===== config.mk =====
export PLATFORM = sky130hd
export DESIGN_NAME = pt_pixel_feeder_flat
export DESIGN_NICKNAME = d
export VERILOG_FILES = /design/src/rtl/pt_pixel_feeder_pkg.sv /design/src/rtl/pt_pixel_feeder_if.sv /design/src/rtl/pt_pixel_feeder_pixel_fifo.sv /design/src/rtl/pt_pixel_feeder.sv /design/src/flat_wrapper.sv
export SDC_FILE = /design/constraint.sdc
export NUM_CORES = 1
export LEC_CHECK = 0
export CORE_AREA = 2 2 225 116
export CTS_CLUSTER_SIZE = 20
export DETAILED_ROUTE_END_ITERATION = 16
export DIE_AREA = 0 0 227 118
export DONT_BUFFER_PORTS = 1
export PLACE_DENSITY = 0.72
export SLEW_MARGIN = 20
export SYNTH_ARGS = -nofsm -noshare
export SYNTH_HDL_FRONTEND = slang
export SYNTH_SLANG_ARGS = --single-unit

===== constraint.sdc =====
create_clock -name clk -period 3.4 [get_ports clk]
set_input_delay 0.34 -clock clk [delete_from_list [all_inputs] [get_ports clk]]
set_output_delay 0.34 -clock clk [all_outputs]
set_load 0.01 [all_outputs]

===== src/rtl/pt_pixel_feeder_pkg.sv =====
// Shared constants and state encoding for the source-frame pixel feeder.
// Pure declarations, no latency.
// No flow control lives here.
package pt_pixel_feeder_pkg;

  localparam int H_ACTIVE     = 640;
  localparam int V_ACTIVE     = 480;
  localparam int PIX_W        = 18;
  localparam int ADDR_W       = 19;
  localparam int FIFO_DEPTH   = 8;
  localparam int FRAME_PIXELS = H_ACTIVE * V_ACTIVE;

  typedef enum logic [1:0] {
    ST_IDLE  = 2'd0,
    ST_FETCH = 2'd1,
    ST_DRAIN = 2'd2
  } state_t;

  // Pixel count of an h x v frame, sized to the address/counter width.
  function automatic logic [ADDR_W-1:0] frame_pixels(input int h, input int v);
    return ADDR_W'(h * v);
  endfunction

endpackage


===== src/rtl/pt_pixel_feeder_if.sv =====
// Bundles the frame control, pixel service and memory read-port signals.
// Wires only, no latency.
// Flow control is request/ack on memory, request/flag on pixels.
interface pt_pixel_feeder_if;
  import pt_pixel_feeder_pkg::*;

  logic              frame_flag;
  logic [ADDR_W-1:0] base_addr;
  logic              request_pixel;
  logic [PIX_W-1:0]  pixel;
  logic              pixel_flag;
  logic              mem_rd_req;
  logic [ADDR_W-1:0] mem_rd_addr;
  logic              mem_rd_ack;
  logic              mem_rd_valid;
  logic [PIX_W-1:0]  mem_rd_data;
  logic              frame_done;
  logic              busy;

  // Feeder side.
  modport master (
    input  frame_flag, base_addr, request_pixel, mem_rd_ack, mem_rd_valid, mem_rd_data,
    output pixel, pixel_flag, mem_rd_req, mem_rd_addr, frame_done, busy
  );

  // Environment side (arbiter, frame source, projective_transform).
  modport slave (
    output frame_flag, base_addr, request_pixel, mem_rd_ack, mem_rd_valid, mem_rd_data,
    input  pixel, pixel_flag, mem_rd_req, mem_rd_addr, frame_done, busy
  );

endinterface


===== src/rtl/pt_pixel_feeder_pixel_fifo.sv =====
// Synchronous prefetch FIFO with flush and occupancy count.
// Head is visible combinationally; a push shows up one cycle later.
// Push when full and pop when empty are dropped; the caller's credit logic prevents both.
module pixel_fifo #(
  parameter  int WIDTH = 18,
  parameter  int DEPTH = 8,
  localparam int AW    = $clog2(DEPTH),
  localparam int CW    = $clog2(DEPTH) + 1
) (
  input  logic             clk,
  input  logic             reset,
  input  logic             flush_i,
  input  logic             push_i,
  input  logic [WIDTH-1:0] dat_i,
  input  logic             pop_i,
  output logic [WIDTH-1:0] head_o,
  output logic             empty_o,
  output logic             full_o,
  output logic [CW-1:0]    count_o
);

  logic [WIDTH-1:0] mem_q [DEPTH];
  logic [AW-1:0]    wr_ptr_q, rd_ptr_q;
  logic [CW-1:0]    count_q;
  logic             do_push, do_pop;

  assign empty_o = (count_q == '0);
  assign full_o  = (count_q == CW'(DEPTH));
  assign count_o = count_q;
  assign head_o  = mem_q[rd_ptr_q];
  assign do_push = push_i && !full_o;
  assign do_pop  = pop_i && !empty_o;

  // Pointer and occupancy tracking; flush empties the FIFO in one cycle.
  always_ff @(posedge clk or posedge reset) begin
    if (reset) begin
      wr_ptr_q <= '0;
      rd_ptr_q <= '0;
      count_q  <= '0;
    end else if (flush_i) begin
      wr_ptr_q <= '0;
      rd_ptr_q <= '0;
      count_q  <= '0;
    end else begin
      if (do_push) wr_ptr_q <= wr_ptr_q + AW'(1);
      if (do_pop)  rd_ptr_q <= rd_ptr_q + AW'(1);
      count_q <= count_q + CW'(do_push) - CW'(do_pop);
    end
  end

  // Storage array, written only on an accepted push.
  always_ff @(posedge clk) begin
    if (do_push && !flush_i) mem_q[wr_ptr_q] <= dat_i;
  end

endmodule


===== src/rtl/pt_pixel_feeder.sv =====
// Streams a source frame from memory in raster order into a prefetch FIFO and serves pixel requests.
// Pixel appears 1 cycle after a request when buffered, or 1 cycle after read data when pending.
// Reads are credit-limited to FIFO depth; one pending request is held while the FIFO is empty.
module pt_pixel_feeder
  import pt_pixel_feeder_pkg::*;
#(
  parameter int H_PIX   = H_ACTIVE,
  parameter int V_LINES = V_ACTIVE,
  parameter int DEPTH   = FIFO_DEPTH
) (
  input  logic              clk,
  input  logic              reset,
  pt_pixel_feeder_if.master bus
);

  localparam int                CNT_W = $clog2(DEPTH) + 1;
  localparam logic [ADDR_W-1:0] FRAME = frame_pixels(H_PIX, V_LINES);

  state_t            state_q, state_d;
  logic [ADDR_W-1:0] base_q, base_d;
  logic [ADDR_W-1:0] fetch_cnt_q, fetch_cnt_d;
  logic [ADDR_W-1:0] serve_cnt_q, serve_cnt_d;
  logic [ADDR_W-1:0] discard_q, discard_d;
  logic [CNT_W-1:0]  outst_q, outst_d;
  logic              pending_q, pending_d;
  logic              pix_flag_q, pix_flag_d;
  logic [PIX_W-1:0]  pix_q, pix_d;
  logic              done_q, done_d;
  logic              busy_q, busy_d;

  logic              fifo_push, fifo_pop, fifo_flush, fifo_empty, fifo_full;
  logic [CNT_W-1:0]  fifo_count;
  logic [PIX_W-1:0]  fifo_head;
  logic              credit_ok, ack_ok, keep, bypass, want;

  pixel_fifo #(.WIDTH(PIX_W), .DEPTH(DEPTH)) u_fifo (
    .clk     (clk),
    .reset   (reset),
    .flush_i (fifo_flush),
    .push_i  (fifo_push),
    .dat_i   (bus.mem_rd_data),
    .pop_i   (fifo_pop),
    .head_o  (fifo_head),
    .empty_o (fifo_empty),
    .full_o  (fifo_full),
    .count_o (fifo_count)
  );

  // Buffered plus in-flight words never exceed the FIFO size, so the FIFO cannot overflow.
  assign credit_ok = ({1'b0, fifo_count} + {1'b0, outst_q}) < (CNT_W + 1)'(DEPTH);
  assign bus.mem_rd_req  = (state_q == ST_FETCH) && (fetch_cnt_q < FRAME) && credit_ok;
  assign bus.mem_rd_addr = bus.mem_rd_req ? (base_q + fetch_cnt_q) : '0;
  assign ack_ok = bus.mem_rd_req && bus.mem_rd_ack;
  // Returning words belong to the current frame only once every stale read is drained.
  assign keep   = bus.mem_rd_valid && (discard_q == '0);
  assign bypass = keep && pending_q && fifo_empty;
  assign want   = pending_q ||
                  (bus.request_pixel && (state_q != ST_IDLE) && (serve_cnt_q < FRAME));

  assign bus.pixel      = pix_q;
  assign bus.pixel_flag = pix_flag_q;
  assign bus.frame_done = done_q;
  assign bus.busy       = busy_q;

  // Next-state: frame start/restart, fetch credit, stale-data discard and pixel service.
  always_comb begin
    state_d     = state_q;
    base_d      = base_q;
    fetch_cnt_d = fetch_cnt_q;
    serve_cnt_d = serve_cnt_q;
    discard_d   = discard_q;
    outst_d     = outst_q;
    pending_d   = pending_q;
    pix_flag_d  = 1'b0;
    pix_d       = pix_q;
    done_d      = 1'b0;
    busy_d      = busy_q;
    fifo_push   = 1'b0;
    fifo_pop    = 1'b0;
    fifo_flush  = 1'b0;

    if (bus.frame_flag) begin
      // Every read still in flight, including one acked or returning now, is stale.
      state_d     = ST_FETCH;
      base_d      = bus.base_addr;
      fetch_cnt_d = '0;
      serve_cnt_d = '0;
      busy_d      = 1'b1;
      pending_d   = 1'b0;
      fifo_flush  = 1'b1;
      outst_d     = '0;
      discard_d   = discard_q + ADDR_W'(outst_q) + ADDR_W'(ack_ok) - ADDR_W'(bus.mem_rd_valid);
    end else begin
      if (ack_ok) fetch_cnt_d = fetch_cnt_q + ADDR_W'(1);
      if (bus.mem_rd_valid && (discard_q != '0)) discard_d = discard_q - ADDR_W'(1);
      outst_d   = outst_q + CNT_W'(ack_ok) - CNT_W'(keep);
      fifo_push = keep && !bypass;

      if (bypass) begin
        pix_d       = bus.mem_rd_data;
        pix_flag_d  = 1'b1;
        pending_d   = 1'b0;
        serve_cnt_d = serve_cnt_q + ADDR_W'(1);
      end else if (want && !fifo_empty) begin
        fifo_pop    = 1'b1;
        pix_d       = fifo_head;
        pix_flag_d  = 1'b1;
        pending_d   = 1'b0;
        serve_cnt_d = serve_cnt_q + ADDR_W'(1);
      end else if (want) begin
        pending_d = 1'b1;
      end

      case (state_q)
        ST_FETCH: if (ack_ok && (fetch_cnt_q == FRAME - ADDR_W'(1))) state_d = ST_DRAIN;
        ST_DRAIN: begin
          if (serve_cnt_q == FRAME) begin
            state_d   = ST_IDLE;
            done_d    = 1'b1;
            busy_d    = 1'b0;
            pending_d = 1'b0;
          end
        end
        default: state_d = ST_IDLE;
      endcase
    end
  end

  // State and datapath registers.
  always_ff @(posedge clk or posedge reset) begin
    if (reset) begin
      state_q     <= ST_IDLE;
      base_q      <= '0;
      fetch_cnt_q <= '0;
      serve_cnt_q <= '0;
      discard_q   <= '0;
      outst_q     <= '0;
      pending_q   <= 1'b0;
      pix_flag_q  <= 1'b0;
      pix_q       <= '0;
      done_q      <= 1'b0;
      busy_q      <= 1'b0;
    end else begin
      state_q     <= state_d;
      base_q      <= base_d;
      fetch_cnt_q <= fetch_cnt_d;
      serve_cnt_q <= serve_cnt_d;
      discard_q   <= discard_d;
      outst_q     <= outst_d;
      pending_q   <= pending_d;
      pix_flag_q  <= pix_flag_d;
      pix_q       <= pix_d;
      done_q      <= done_d;
      busy_q      <= busy_d;
    end
  end

  // A push into a full FIFO means the credit accounting is broken.
  always_ff @(posedge clk) begin
    if (!reset) assert (!(fifo_push && fifo_full));
  end

endmodule


===== src/flat_wrapper.sv =====
// flat-port wrapper written by rule: the top's interface ports become plain ports
module pt_pixel_feeder_flat import pt_pixel_feeder_pkg::*;
#(
  parameter int H_PIX   = H_ACTIVE,
  parameter int V_LINES = V_ACTIVE,
  parameter int DEPTH   = FIFO_DEPTH
)
  (clk, reset, bus_frame_flag, bus_base_addr, bus_request_pixel, bus_mem_rd_ack, bus_mem_rd_valid, bus_mem_rd_data, bus_pixel, bus_pixel_flag, bus_mem_rd_req, bus_mem_rd_addr, bus_frame_done, bus_busy);
  pt_pixel_feeder_if bus_i ();
  input  logic clk;
  input  logic reset;
  input wire logic [$bits(bus_i.frame_flag)-1:0] bus_frame_flag;
  input wire logic [$bits(bus_i.base_addr)-1:0] bus_base_addr;
  input wire logic [$bits(bus_i.request_pixel)-1:0] bus_request_pixel;
  input wire logic [$bits(bus_i.mem_rd_ack)-1:0] bus_mem_rd_ack;
  input wire logic [$bits(bus_i.mem_rd_valid)-1:0] bus_mem_rd_valid;
  input wire logic [$bits(bus_i.mem_rd_data)-1:0] bus_mem_rd_data;
  output wire logic [$bits(bus_i.pixel)-1:0] bus_pixel;
  output wire logic [$bits(bus_i.pixel_flag)-1:0] bus_pixel_flag;
  output wire logic [$bits(bus_i.mem_rd_req)-1:0] bus_mem_rd_req;
  output wire logic [$bits(bus_i.mem_rd_addr)-1:0] bus_mem_rd_addr;
  output wire logic [$bits(bus_i.frame_done)-1:0] bus_frame_done;
  output wire logic [$bits(bus_i.busy)-1:0] bus_busy;
  assign bus_i.frame_flag = bus_frame_flag;
  assign bus_i.base_addr = bus_base_addr;
  assign bus_i.request_pixel = bus_request_pixel;
  assign bus_i.mem_rd_ack = bus_mem_rd_ack;
  assign bus_i.mem_rd_valid = bus_mem_rd_valid;
  assign bus_i.mem_rd_data = bus_mem_rd_data;
  assign bus_pixel = bus_i.pixel;
  assign bus_pixel_flag = bus_i.pixel_flag;
  assign bus_mem_rd_req = bus_i.mem_rd_req;
  assign bus_mem_rd_addr = bus_i.mem_rd_addr;
  assign bus_frame_done = bus_i.frame_done;
  assign bus_busy = bus_i.busy;
  pt_pixel_feeder #(.H_PIX(H_PIX), .V_LINES(V_LINES), .DEPTH(DEPTH)) u_core (.clk(clk), .reset(reset), .bus(bus_i));
endmodule

---- Word-level counts from Yosys, hierarchy flattened ----
Memories as Yosys holds them, arrays and structs flattened.
Cells that the tools add are included.
cells by class
  add/subtract/negate cells ............... 14
  equal/unequal tests ..................... 7
  reduce and logical (&&, ||, !) cells .... 35
  multiplexer cells ....................... 41
  magnitude comparators ................... 3
  bitwise logic cells ..................... 1
operator list
  cell                                                         count
  2-to-1 mux 19 bit                                            8
  adder 19 x 1 -> 19 bit (second input constant)               2
  == test 19 bit (second input constant)                       2
  less-than comparator 19 bit (second input constant)          2
  2-to-1 mux 18 bit                                            2
  2-to-1 mux 1 bit                                             21
  adder 19 x 1 -> 19 bit                                       1
  adder 19 bit                                                 1
  adder 19 x 4 -> 19 bit                                       1
  zero test 19 bit                                             1
  nonzero test 19 bit                                          1
  subtractor 19 x 1 -> 19 bit                                  1
  subtractor 19 x 1 -> 19 bit (second input constant)          1
  nonzero test 2 bit                                           8
  logical AND 1 bit                                            15
  2-to-1 mux 3 bit                                             4
  adder 4 x 1 -> 4 bit                                         2
  2-to-1 mux 4 bit                                             2
  subtractor 4 x 1 -> 4 bit                                    2
  adder 3 x 1 -> 3 bit (second input constant)                 2
  2-to-1 mux 2 bit                                             3
  AND reduction 2 bit                                          3
  adder 4 x 4 -> 5 bit                                         1
  less-than comparator 5 x 4 -> 1 bit (second input constant)  1
  11 further kinds                                             14
storage, ports and cells
  bits of input ports ..................... 43
  word-level logic and storage cells ...... 116
  RAM bits ................................ 144
  flip-flop bits (word level) ............. 114
  output and inout bits ................... 41
  memories ................................ 1
memories
  name                 depth  width  rd ports  clocked after memory_dff  write ports  line                              source
  u_core.u_fifo.mem_q  8      18     1         0                         1            pt_pixel_feeder_pixel_fifo.sv:22  logic [WIDTH-1:0] mem_q [DEPTH];

---- Depth between registers and ports, before layout ----
Gate-level depths: netlist (run 1).
  word-level depth ........................ 11
  mapped depth ............................ 14

---- Modules after synthesis ----
From an unflattened synthesis (run 1), not the netlist that was laid out.
unflattened totals
  cell total of the unflattened synthesis .. 1096
  area total of the unflattened synthesis .. 13544.2 um2
by module, submodules not included
  module           area each (um2)  instances  cells an instance
  pt_pixel_feeder  7372.1           1          813
  pixel_fifo       6172.2           1          283

---- Worst setup path before layout (run 1) ----
OpenSTA, ideal clock, no wires.
  kind .................................... register to register
  from .................................... register u_core.u_fifo.count_q[1], in the netlist u_core.u_fifo.count_o[1]
  to ...................................... register u_core.discard_q[18]
  cell stages (with the launch flop) ...... 15
  setup time .............................. 0.079 ns
  required time ........................... 3.321 ns
  slack ................................... -0.266 ns
  buffers on the path ..................... 1
  clock period less this slack ............ 3.666 ns
  arrival ................................. 3.587 ns
  cells stage by stage .................... dfrtp_1 -> ha_1 -> a31oi_1 -> nor2b_1 -> a2111oi_4 -> buf_4 -> fa_1 -> fa_1 -> a21oi_1 -> o22ai_1 -> or4_4 -> and3_1 -> or3_1 -> a32oi_1 -> xor2_1
between the ends
  longest elaborated chain between the ends .. 7
ends and longest elaborated chain
  what                                 line                              source
  from (decl)                          pt_pixel_feeder_pixel_fifo.sv:24  logic [CW-1:0] count_q;
  from (signal assigned)               pt_pixel_feeder_pixel_fifo.sv:47  count_q <= count_q + CW'(do_push) - CW'(do_pop);
  adder 4 x 4 -> 5 bit                 pt_pixel_feeder.sv:50             assign credit_ok = ({1'b0, fifo_count} + {1'b0, outst_q}) < (CNT_W + 1)'(DEPTH);
  less-than comparator 5 x 4 -> 1 bit  pt_pixel_feeder.sv:50
  logical AND 1 bit                    pt_pixel_feeder.sv:51             assign bus.mem_rd_req = (state_q == ST_FETCH) && (fetch_cnt_q < FRAME) && credit_ok;
  logical AND 1 bit                    pt_pixel_feeder.sv:53             assign ack_ok = bus.mem_rd_req && bus.mem_rd_ack;
  adder 19 x 1 -> 19 bit               pt_pixel_feeder.sv:92             discard_d = discard_q + ADDR_W'(outst_q) + ADDR_W'(ack_ok) - ADDR_W'(bus.mem_rd_valid);
  subtractor 19 x 1 -> 19 bit          pt_pixel_feeder.sv:92
  2-to-1 mux 19 bit                    pt_pixel_feeder.sv:82             if (bus.frame_flag) begin
  to (signal assigned)                 pt_pixel_feeder.sv:148            discard_q <= discard_d;
  to (decl)                            pt_pixel_feeder.sv:23             logic [ADDR_W-1:0] discard_q, discard_d;
No other way between the ends.
A chain may end at the register's enable or synchronous reset.

---- Final worst setup path (run 1) ----
  from .................................... register u_core.outst_q[1]
  to ...................................... register u_core.discard_q[18]
between the ends
  longest elaborated chain between the ends .. 7
  elaborated cells between the ends (all ways) .. 8
ends and longest elaborated chain
  what                                 line                    source
  from (decl)                          pt_pixel_feeder.sv:24   logic [CNT_W-1:0] outst_q, outst_d;
  from (signal assigned)               pt_pixel_feeder.sv:149  outst_q <= outst_d;
  adder 4 x 4 -> 5 bit                 pt_pixel_feeder.sv:50
  less-than comparator 5 x 4 -> 1 bit  pt_pixel_feeder.sv:50
  logical AND 1 bit                    pt_pixel_feeder.sv:51
  logical AND 1 bit                    pt_pixel_feeder.sv:53
  adder 19 x 1 -> 19 bit *             pt_pixel_feeder.sv:92
  subtractor 19 x 1 -> 19 bit *        pt_pixel_feeder.sv:92
  2-to-1 mux 19 bit *                  pt_pixel_feeder.sv:82
Every way passes the cells marked *; elsewhere a longest branch is shown, timed or not.

==> impl_metrics.yaml, run 1 <==
status:
  run_status: "finished, violations left"
  violations: "setup timing"
floorplanning:
  die-area_sq_um: 26800
  placement_rows: 41
  die_width_um: 227
  starting_density_pct: 54.5
  design.core.area_sq_um: 24800
  die_y_um: 118
  io_pins: 84
power:
  max-vdd-ir-drop_mv: 0.502
  leakage_nw: 6.58
  cellPowerDensity_nw_per_um2: 747
routing:
  drt-total-wl_um: 31600
  dr_total_vias: 9330
  avgViaCountPerCell: 5.80
  avgRoutedWirePerCell_um: 19.6
  drt-pass1-iter-count: 6
  dr.first_iter.drc_count: 784
  remaining_antenna_violation_count: 0
  drc: 0
clock_tree:
  clockRootBuffer: "sky130_fd_sc_hd__clkbuf_16"
  max-clock-path-buffers: 3
  count_of_h_tree_levels_built_during_cts: 1
  tritoncts.num_buffers: 24
  cts_sinks: 258
  clock_tree_from_tritoncts: "yes"
  clk_pin_slew_worst_paths_ns: 0.07
  worstSkewPairLatency_ns: 0.54
yosys:
  number_of_standard_cells_after_synthesis: 1102
  synth.mux.area_fraction_pct: 9.13
  ys_ff_latch: 258
  syn-mean-instance-area_sq_um: 12.3
  ys.warnings.count: 0
  synth_xor_xnor_area_share_pct: 5.50
  ys_async_sr_fraction_pct: 44.2
  synth_adder_area_share_pct: 8.04
  post_synthesis_compound_gate_area_fraction_pct: 10.5
  synth_simple_gate_area_share_pct: 10.7
  yosys_most_used_dff: "sky130_fd_sc_hd__edfxtp_1"
  synthDistinctLibCells: 74
  count_of_flip_flops_with_a_built_in_enable_after_synthesis: 144
  mappedNetlistArea_sq_um: 13500
  dominant_combinational_cell_family_by_area_after_synthesis: "simple AND/OR/NAND/NOR gates"
  synth_nets: 1229
  ys_seq_area_share_pct: 53.0
timing:
  worstMarginPinSlew_ns: 1.11
  setup_viol: 2
  timing.final.max_slew_violations: 0
  post-route-worst-setup-slack_ns: -0.0789
  layout_worst_path_cycle_share_pct: 102
  fmax_ghz: 0.287
  fin_skew_ns: 0.0221
  fin_crit_ns: 3.48
  finalHoldViolations: 0
  timing.slew.headroom_pct: 25.7
  grt_setup_unrepaired: "true"
cells_and_area:
  stdcell_area_sq_um: 16400
  layout_commonest_cell: "sky130_fd_sc_hd__edfxtp_1"
  fillerInstances: 1820
  synthToLayoutAreaGrowth_pct: 21.4
  num_antenna_cells: 0
  layout_common_cells: "sky130_fd_sc_hd__edfxtp_1, sky130_fd_sc_hd__nor2_1, sky130_fd_sc_hd__dfrtp_1, sky130_fd_sc_hd__dlygate4sd3_1, sky130_fd_sc_hd__ha_1"
  utilization_after_layout_pct: 66.2
  drive_gt1_share_pct: 17.1
  fin_nets: 1375
global_routing:
  grt_antenna_before_repair: 0
  largest_net_degree_at_the_start_of_global_routing: 118
  grt_overflow_total: 0
  grt_pass1_wl_um: 49500
  grt_pass1_vias: 8947
  globalRouteTotalUtil_pct: 23.6
placement:
  place_congestion: 0.854
  postPlaceCellArea_sq_um: 14200
  port_buffers: 0
  place_hpwl_um: 19600
  dp_worst_setup_slack_ns: -0.108
worst_hold_path:
  worstHoldPathType: "primary input to flop"
flow_run:
  cap_violations: 0
setup_path:
  worst_setup_path_end_kind: "flop"
  required_ns: 3.85
  timing_worst_setup_path_type: "flop to flop"
  start_kind: "flop"
  cp_data_arrival_time_ns: 3.93
  timing.critical_path.fanout_max: 2
==> final timing paths <==
check	startpoint	to	slack, ns	cells past startpoint
max in group asynchronous	reset	u_core.discard_q[5]	2.38	3
worst min register to register	u_core.discard_q[18]	u_core.discard_q[18]	0.46	1
worst max-delay path	u_core.outst_q[1]	u_core.discard_q[18]	-0.08	13
worst max register to register	u_core.outst_q[1]	u_core.discard_q[18]	-0.08	13
worst min-delay path	bus_frame_flag	u_core.discard_q[17]	0.01	2
min in group asynchronous	reset	u_core.bus.pixel[5]	0.30	2
==> cell type report <==
cell class,count,area (sq um),area share [%]
clock buffers,30,643,3.91
clock inverters,14,234,1.42
inverters,67,254,1.55
multi-input cells,737,6200,37.7
flip-flops and latches,258,7180,43.7
well taps,344,430,2.62
repair buffers,160,1500,9.13
==> report_power, final <==
group	total (W)	switching, W	leakage (nW)	internal [W]
Clock	0.00301	0.00121	0.426	0.00181
Combinational	0.00527	0.00282	3.40	0.00245
Sequential	0.00399	0.000359	2.75	0.00363
==> through the flow <==
stage	hold slack (ns)	total power, W	TNS (ns)	std cells
floorplan	0.433	0.00749	-0.135	1102
detailed placement	0.255	0.00858	-0.108	1447
global route	0.00863	0.0130	-0.730	1610
CTS	-0.114	0.0119	-0.0679	1601
finish	0.00958	0.0123	-0.0831	1610
global placement	0.257	0.00848	-0.0728	1447
==> timing repair <==
action,4_1_cts,5_1_grt
setup buffers,5,7
endpoints found under the hold margin,262,17
endpoints found under the setup margin,5,20
hold buffers,105,3
pin swaps,4,24
resized for setup,8,39
==> synthesized netlist by cell type, types with 9 or more instances <==
cell type / instances / area, sq um
sky130_fd_sc_hd__nor2b_1: 16 / 100
sky130_fd_sc_hd__a21oi_1: 39 / 195
sky130_fd_sc_hd__o21ai_0: 26 / 130
sky130_fd_sc_hd__nor3_1: 15 / 75.1
sky130_fd_sc_hd__a21o_1: 31 / 233
sky130_fd_sc_hd__mux4_2: 36 / 811
sky130_fd_sc_hd__nand3_1: 23 / 115
sky130_fd_sc_hd__nand2b_1: 9 / 56.3
sky130_fd_sc_hd__a211oi_1: 28 / 210
sky130_fd_sc_hd__nor2_1: 124 / 465
sky130_fd_sc_hd__xor2_1: 27 / 236
sky130_fd_sc_hd__mux2i_1: 20 / 200
sky130_fd_sc_hd__nand2_1: 49 / 184
sky130_fd_sc_hd__clkbuf_1: 28 / 105
sky130_fd_sc_hd__edfxtp_1: 144 / 4320
sky130_fd_sc_hd__xnor2_1: 58 / 508
sky130_fd_sc_hd__mux2_2: 20 / 225
sky130_fd_sc_hd__nand4_1: 13 / 81.3
sky130_fd_sc_hd__dfrtp_1: 114 / 2850
sky130_fd_sc_hd__inv_1: 63 / 236
sky130_fd_sc_hd__ha_1: 79 / 988
==> critical path: stages (launching register included) <==
cell and delay, ns:
sky130_fd_sc_hd__dfrtp_1 0.42, sky130_fd_sc_hd__ha_4 0.29, sky130_fd_sc_hd__a31oi_4 0.09, sky130_fd_sc_hd__nor2b_4 0.16, sky130_fd_sc_hd__a2111oi_4 0.07, sky130_fd_sc_hd__fa_2 0.41, sky130_fd_sc_hd__fa_2 0.40, sky130_fd_sc_hd__a21oi_4 0.15
sky130_fd_sc_hd__o22ai_2 0.09, sky130_fd_sc_hd__or4_4 0.42, sky130_fd_sc_hd__and3_4 0.16, sky130_fd_sc_hd__or3_1 0.33, sky130_fd_sc_hd__a32oi_1 0.23, sky130_fd_sc_hd__xor2_1 0.16
==> cells by family (layout without fill, tap and decap cells) <==
logic type,count (synthesis),count (layout)
buffers and inverters,107,271
adders and majority gates,84,84
xor gates and xnor gates,85,85
AOI/OAI and AO/OA,194,194
muxes,76,76
DFF,258,258
and+or+nand+nor,298,298
==> metal layers <==
| metal | vias to the layer above | track usage (%) | part of all wire (%) | wire (um) |
|---|---|---|---|---|
| met1 | 4665 | 39.6 | 51 | 16000 |
| met2 | 294 | 32.1 | 42 | 13100 |
| li1 | 4336 | - | - | - |
| met4 | 0 | 3.80 | 1.2 | 387 |
| met3 | 35 | 3.77 | 6.6 | 2090 |
| met5 | - | 0 | 0 | 0 |
==> state kept, by name (all words and copies together) (netlist names) <==
| signal | cells |
|---|---|
| u_core.u_fifo.mem_q | 144 |
| u_core.base_q | 19 |
| u_core.discard_q | 19 |
| u_core.fetch_cnt_q | 19 |
| u_core.serve_cnt_q | 19 |
| u_core.bus.pixel | 18 |
| u_core.outst_q | 4 |
| u_core.u_fifo.count_o | 4 |
| u_core.u_fifo.rd_ptr_q | 3 |
| u_core.u_fifo.wr_ptr_q | 3 |
| u_core.state_q | 2 |
| u_core.bus.busy | 1 |
| u_core.bus.frame_done | 1 |
| u_core.bus.pixel_flag | 1 |
| u_core.pending_q | 1 |
Power figures use the tool's default switching activity.
==> inputs of run 2 (changes only) <==
- CORE_AREA: 2 2 225 116 -> 10 10 228 122
- DIE_AREA: 0 0 227 118 -> 0 0 238 132
- HOLD_SLACK_MARGIN: default -> 0.12
- PLACE_DENSITY: 0.72 -> 0.74
==> impl_metrics.yaml, run 2 (synthesized netlist as in run 1, its figures left out) <==
power:
  sequentialPowerShare_pct: 33.4
  power.switching_w: 0.00431
  power_internal_w: 0.00761
  totalPowerFinal_w: 0.0119
  leakage_nw: 6.59
  max-vdd-ir-drop_mv: 0.478
  cellPowerDensity_nw_per_um2: 729
  comb_power_share_pct: 43.5
  clock_power_share_pct: 23.1
  power.share.switching_pct: 36.2
setup_path:
  start_kind: "flop"
  reg2reg_to: "u_core.discard_q[18]"
  required_ns: 3.85
  timing_worst_setup_path_type: "flop to flop"
  setup.worst_path.start: "u_core.u_fifo.count_o[1]"
  critical_path.cell_chain: "ha_1, a31oi_1, nor2b_2, a2111oi_4, fa_2, fa_2, a21oi_4, o22ai_2, or4_4, and3_4, or3_4, a32oi_2, xor2_1"
  cp.buffers_inverters: 0
  setup.worst_path.end: "u_core.discard_q[18]"
  cp_data_arrival_time_ns: 3.88
  critical_path.most_common_cell: "sky130_fd_sc_hd__fa_2"
  critical_path.slowest_cell: "sky130_fd_sc_hd__or4_4"
  r2r_cells: 13
  critical_path.top_delay_family: "simple AND/OR/NAND/NOR gates"
  worst_setup_path_end_kind: "flop"
  cp_num_cells: 13
  reg2reg_setup_slack_ns: -0.03
  r2r-start: "u_core.u_fifo.count_o[1]"
  timing.critical_path.slowest_cell_delay_ns: 0.43
  timing.critical_path.fanout_max: 2
timing:
  post-route-worst-setup-slack_ns: -0.0261
  fin_skew_ns: 0.0125
  timing.final.max_slew_violations: 0
  fin_crit_ns: 3.43
  grt_setup_unrepaired: "true"
  finalHoldViolations: 0
  layout_worst_path_cycle_share_pct: 101
  timing.slew.headroom_pct: 53.0
  setup_viol: 1
  fmax_ghz: 0.292
  worstMarginPinSlew_ns: 0.704
routing:
  dr.first_iter.drc_count: 862
  avgRoutedWirePerCell_um: 20.7
  drt-pass1-iter-count: 5
  dr_total_vias: 9533
  drc: 0
  drt-total-wl_um: 32900
  remaining_antenna_violation_count: 0
  avgViaCountPerCell: 6.00
placement:
  place_hpwl_um: 20600
  place_congestion: 0.852
  placed_instances: 1420
  port_buffers: 0
  postPlaceCellArea_sq_um: 14100
global_routing:
  grt_pass1_vias: 9380
  grt_overflow_total: 0
  largest_net_degree_at_the_start_of_global_routing: 89
  globalRouteTotalUtil_pct: 20.5
  grt_antenna_before_repair: 1
  grt_pass1_wl_um: 52400
floorplanning:
  starting_density_pct: 57.2
  design.core.area_sq_um: 23700
  die-area_sq_um: 31400
  die_width_um: 238
  io_pins: 84
  placement_rows: 40
  die_y_um: 132
cells_and_area:
  layout_commonest_cell: "sky130_fd_sc_hd__edfxtp_1"
  layout_common_cells: "sky130_fd_sc_hd__edfxtp_1, sky130_fd_sc_hd__nor2_1, sky130_fd_sc_hd__dlygate4sd3_1, sky130_fd_sc_hd__dfrtp_1, sky130_fd_sc_hd__ha_1"
  synthToLayoutAreaGrowth_pct: 20.8
  fillerInstances: 1619
  fin_cells: 1590
  largest_register_ffs: 144
  fin_nets: 1383
  drive_gt1_share_pct: 16.4
  max_flop_register: "u_core.u_fifo.mem_q"
  multiInputGateArea_sq_um: 6140
  stdcell_area_sq_um: 16400
  seq_area_sq_um: 7180
status:
  violations: "setup timing"
  run_status: "finished, violations left"
clock_tree:
  clockRootBuffer: "sky130_fd_sc_hd__clkbuf_16"
  worstSkewPairLatency_ns: 0.53
  clock_tree_from_tritoncts: "yes"
  max-clock-path-buffers: 3
  tritoncts.num_buffers: 24
  count_of_h_tree_levels_built_during_cts: 1
  clk_pin_slew_worst_paths_ns: 0.07
  cts_sinks: 258
worst_hold_path:
  worstHoldPathType: "primary input to flop"
flow_run:
  cap_violations: 0
-- run 2: worst min-delay path by stage --
| stage | from | end | slack [ns] | cells past startpoint |
|---|---|---|---|---|
| global placement | reset | u_core.serve_cnt_q[10] | 0.31 | 1 |
| floorplan | u_core.discard_q[18] | u_core.discard_q[18] | 0.43 | 1 |
| detailed placement | reset | u_core.base_q[15] | 0.32 | 1 |
| CTS | bus_mem_rd_data[12] | u_core.bus.pixel[12] | 0.12 | 3 |
| finish | bus_mem_rd_data[12] | u_core.bus.pixel[12] | 0.13 | 3 |
| global route | bus_mem_rd_data[12] | u_core.bus.pixel[12] | 0.13 | 3 |
-- run 2: cell type report --
| type | instances | share of cell area, % |
|---|---|---|
| inverter | 67 | 1.55 |
| clock buffer | 33 | 4.13 |
| antenna | 1 | 0.0153 |
| clock inverter | 11 | 0.727 |
| multi-input combinational | 737 | 37.6 |
| tap | 315 | 2.41 |
| sequential | 258 | 43.9 |
| timing repair buffer | 168 | 9.67 |
-- run 2: routing by layer --
metal	global-route usage [%]	part of all wire (%)	vias to the layer above
met3	4.95	8.0	40
met4	2.97	1.2	0
met5	0	0	-
li1	-	-	4352
met2	29.6	43	339
met1	30.9	48	4802
-- run 2: stage by stage --
step	util (%)	hold WS [ns]	setup WS [ns]	setup TNS (ns)
floorplan	-	0.433	-0.135	-0.135
detailed placement	59.7	0.315	-0.112	-0.112
global route	69.1	0.132	-0.145	-0.371
finish	69.1	0.134	-0.0261	-0.0261
global placement	59.7	0.309	-0.0520	-0.0520
CTS	68.2	0.121	-0.0175	-0.0175
-- run 2: repair_timing --
item / 4_1_cts / 5_1_grt
setup buffers: 0 / 7
setup endpoints to repair: 6 / 29
pin swaps: 5 / 7
hold endpoints to repair: 281 / 0
hold buffers: 118 / 0
gates resized for setup: 9 / 25
-- run 2: tightest hold or removal path, delay by kind of cell --
family / cells / cell delay, ns
AND/OR/NAND/NOR: 1 / 0.08
AO/OA/AOI/OAI: 2 / 0.19
-- run 2: power by group through the flow --
| stage | registers, W | logic [W] | clock network [W] |
|---|---|---|---|
| final | 0.00399 | 0.00519 | 0.00275 |
| after global routing | 0.00404 | 0.00574 | 0.00293 |
| after CTS | 0.00399 | 0.00491 | 0.00279 |
| after detailed placement | 0.00405 | 0.00455 | 0 |
| after global placement | 0.00405 | 0.00446 | 0 |
| after floorplan | 0.00393 | 0.00356 | 0 |
==> inputs of run 3 (changes only) <==
- REMOVE_ABC_BUFFERS: default -> 1
==> impl_metrics.yaml, run 3 (synthesized netlist as in run 1, its figures left out) <==
cells_and_area:
  max_flop_register: "u_core.u_fifo.mem_q"
  layout_common_cells: "sky130_fd_sc_hd__edfxtp_1, sky130_fd_sc_hd__nor2_1, sky130_fd_sc_hd__dfrtp_1, sky130_fd_sc_hd__ha_1, sky130_fd_sc_hd__dlygate4sd3_1"
  drive_gt1_share_pct: 18.2
  largest_register_ffs: 144
  stdcell_area_sq_um: 15900
  fin_nets: 1324
  utilization_after_layout_pct: 67.1
  layout_commonest_cell: "sky130_fd_sc_hd__edfxtp_1"
  fillerInstances: 1698
  synthToLayoutAreaGrowth_pct: 17.3
  num_antenna_cells: 0
  seq_area_sq_um: 7180
  multiInputGateArea_sq_um: 6210
global_routing:
  grt_pass1_vias: 9124
  grt_overflow_total: 0
  grt_antenna_before_repair: 0
  grt_pass1_wl_um: 51300
  globalRouteTotalUtil_pct: 20.0
  largest_net_degree_at_the_start_of_global_routing: 92
clock_tree:
  tritoncts.num_buffers: 24
  clk_pin_slew_worst_paths_ns: 0.07
  count_of_h_tree_levels_built_during_cts: 1
  worstSkewPairLatency_ns: 0.54
  clock_tree_from_tritoncts: "yes"
  max-clock-path-buffers: 3
  cts_sinks: 258
  clockRootBuffer: "sky130_fd_sc_hd__clkbuf_16"
timing:
  grt_setup_unrepaired: "true"
  timing.slew.headroom_pct: 50.8
  setup_viol: 1
  post-route-worst-setup-slack_ns: -0.0130
  setup_tns_ns: -0.0130
  fin_crit_ns: 3.41
  timing.final.max_slew_violations: 0
  finalHoldViolations: 0
  worstMarginPinSlew_ns: 0.732
  fmax_ghz: 0.293
  fin_skew_ns: 0.0226
  layout_worst_path_cycle_share_pct: 100
  post_route_hold_slack_ns: 0.144
routing:
  avgViaCountPerCell: 6.03
  highest-signal-layer: "met4"
  m1WireLength_um: 15800
  avgRoutedWirePerCell_um: 20.9
  drt-total-wl_um: 32000
  drt-pass1-iter-count: 5
  dr_total_vias: 9232
  remaining_antenna_violation_count: 0
  detailed_route_wirelength_on_metal3_um: 2230
  dr_wl_met2_um: 13600
  drc: 0
  dr.first_iter.drc_count: 951
setup_path:
  timing.critical_path.slowest_cell_delay_ns: 0.43
  timing_worst_setup_path_type: "flop to flop"
  critical_path.slowest_cell: "sky130_fd_sc_hd__or4_4"
  worst_setup_path_end_kind: "flop"
  critical_path.cell_chain: "ha_1, a31oi_2, nor2b_2, a2111oi_4, fa_2, fa_2, a21oi_4, o22ai_2, or4_4, and3_4, or3_1, a32oi_1, xor2_1"
  cp_data_arrival_time_ns: 3.87
  timing.critical_path.fanout_max: 2
  critical_path.most_common_cell: "sky130_fd_sc_hd__fa_2"
  required_ns: 3.85
  start_kind: "flop"
floorplanning:
  io_pins: 84
  die_width_um: 238
  die-area_sq_um: 31400
  starting_density_pct: 57.2
  placement_rows: 40
  die_y_um: 132
  design.core.area_sq_um: 23700
power:
  cellPowerDensity_nw_per_um2: 745
  leakage_nw: 6.28
  max-vdd-ir-drop_mv: 0.564
  totalPowerFinal_w: 0.0118
placement:
  postPlaceCellArea_sq_um: 14100
  port_buffers: 0
  place_congestion: 0.885
  place_hpwl_um: 20600
status:
  run_status: "finished, violations left"
  violations: "setup timing"
worst_hold_path:
  worstHoldPathType: "primary input to flop"
flow_run:
  cap_violations: 0
-- run 3: changes by cell type in the layout (fill, tap and decap cells not counted), sizes merged --
cell          before  now
buf               51   48
clkbuf            33   25
clkinv             6    7
clkinvlp           2    3
diode              1    0
dlygate4sd3      116   61
dlymetal6s4s       1    0
inv               68   74
-- run 3: critical path: cells and delay by family (launching register included) --
family,cells,cell delay [ns]
xor gates and xnor gates,1,0.15
AOI/OAI and AO/OA,5,0.65
and+or+nand+nor,4,1.12
adders and majority gates,3,1.04
DFF,1,0.38
-- run 3: layout make-up --
| cell class | count | area share, % |
|---|---|---|
| clock buffers | 25 | 3.87 |
| clock inverters | 19 | 1.23 |
| inverters | 67 | 1.60 |
| multi-input cells | 737 | 39.1 |
| flip-flops and latches | 258 | 45.2 |
| well taps | 315 | 2.48 |
| repair buffers | 109 | 6.48 |
-- run 3: worst paths after layout --
check                           depth (start not counted)  slack [ns]                    end                      from
worst max-delay path                                   13       -0.01   u_core.discard_q[18]  u_core.u_fifo.count_o[1]
worst min register to register                          1        0.46   u_core.discard_q[18]      u_core.discard_q[18]
min in group asynchronous                               2        0.36   u_core.bus.pixel[12]                     reset
worst max register to register                         13       -0.01   u_core.discard_q[18]  u_core.u_fifo.count_o[1]
worst min-delay path                                    3        0.14    u_core.bus.pixel[8]        bus_mem_rd_data[8]
max in group asynchronous                               3        2.19  u_core.fetch_cnt_q[0]                     reset
-- run 3: metrics by stage --
step                      std cells  setup WS [ns]
after floorplan                1062         -0.159
after global placement         1416         -0.208
after detailed placement       1416         -0.292
after CTS                      1524        -0.0242
after global routing           1530         -0.174
final                          1530        -0.0130
-- run 3: what timing repair did --
action                                 CTS  global route
endpoints found under the hold margin  286             0
setup endpoints to repair                8            21
hold buffers                            62             0
pin swaps                                4            18
setup buffers                            2             6
cloned                                   0             0
gates resized for setup                 14            36
-- run 3: per-layer routing --
metal,vias to the layer above,track usage [%]
met1,4630,31.2
met3,36,3.69
li1,4239,-
met2,327,28.5
met5,-,0
met4,0,3.26
-- run 3: power breakdown --
| group | switching (W) | internal, W | total [W] |
|---|---|---|---|
| Combinational | 0.00275 | 0.00229 | 0.00505 |
| Sequential | 0.000371 | 0.00363 | 0.00400 |
| Clock | 0.00126 | 0.00151 | 0.00277 |
| Total | 0.00439 | 0.00743 | 0.0118 |
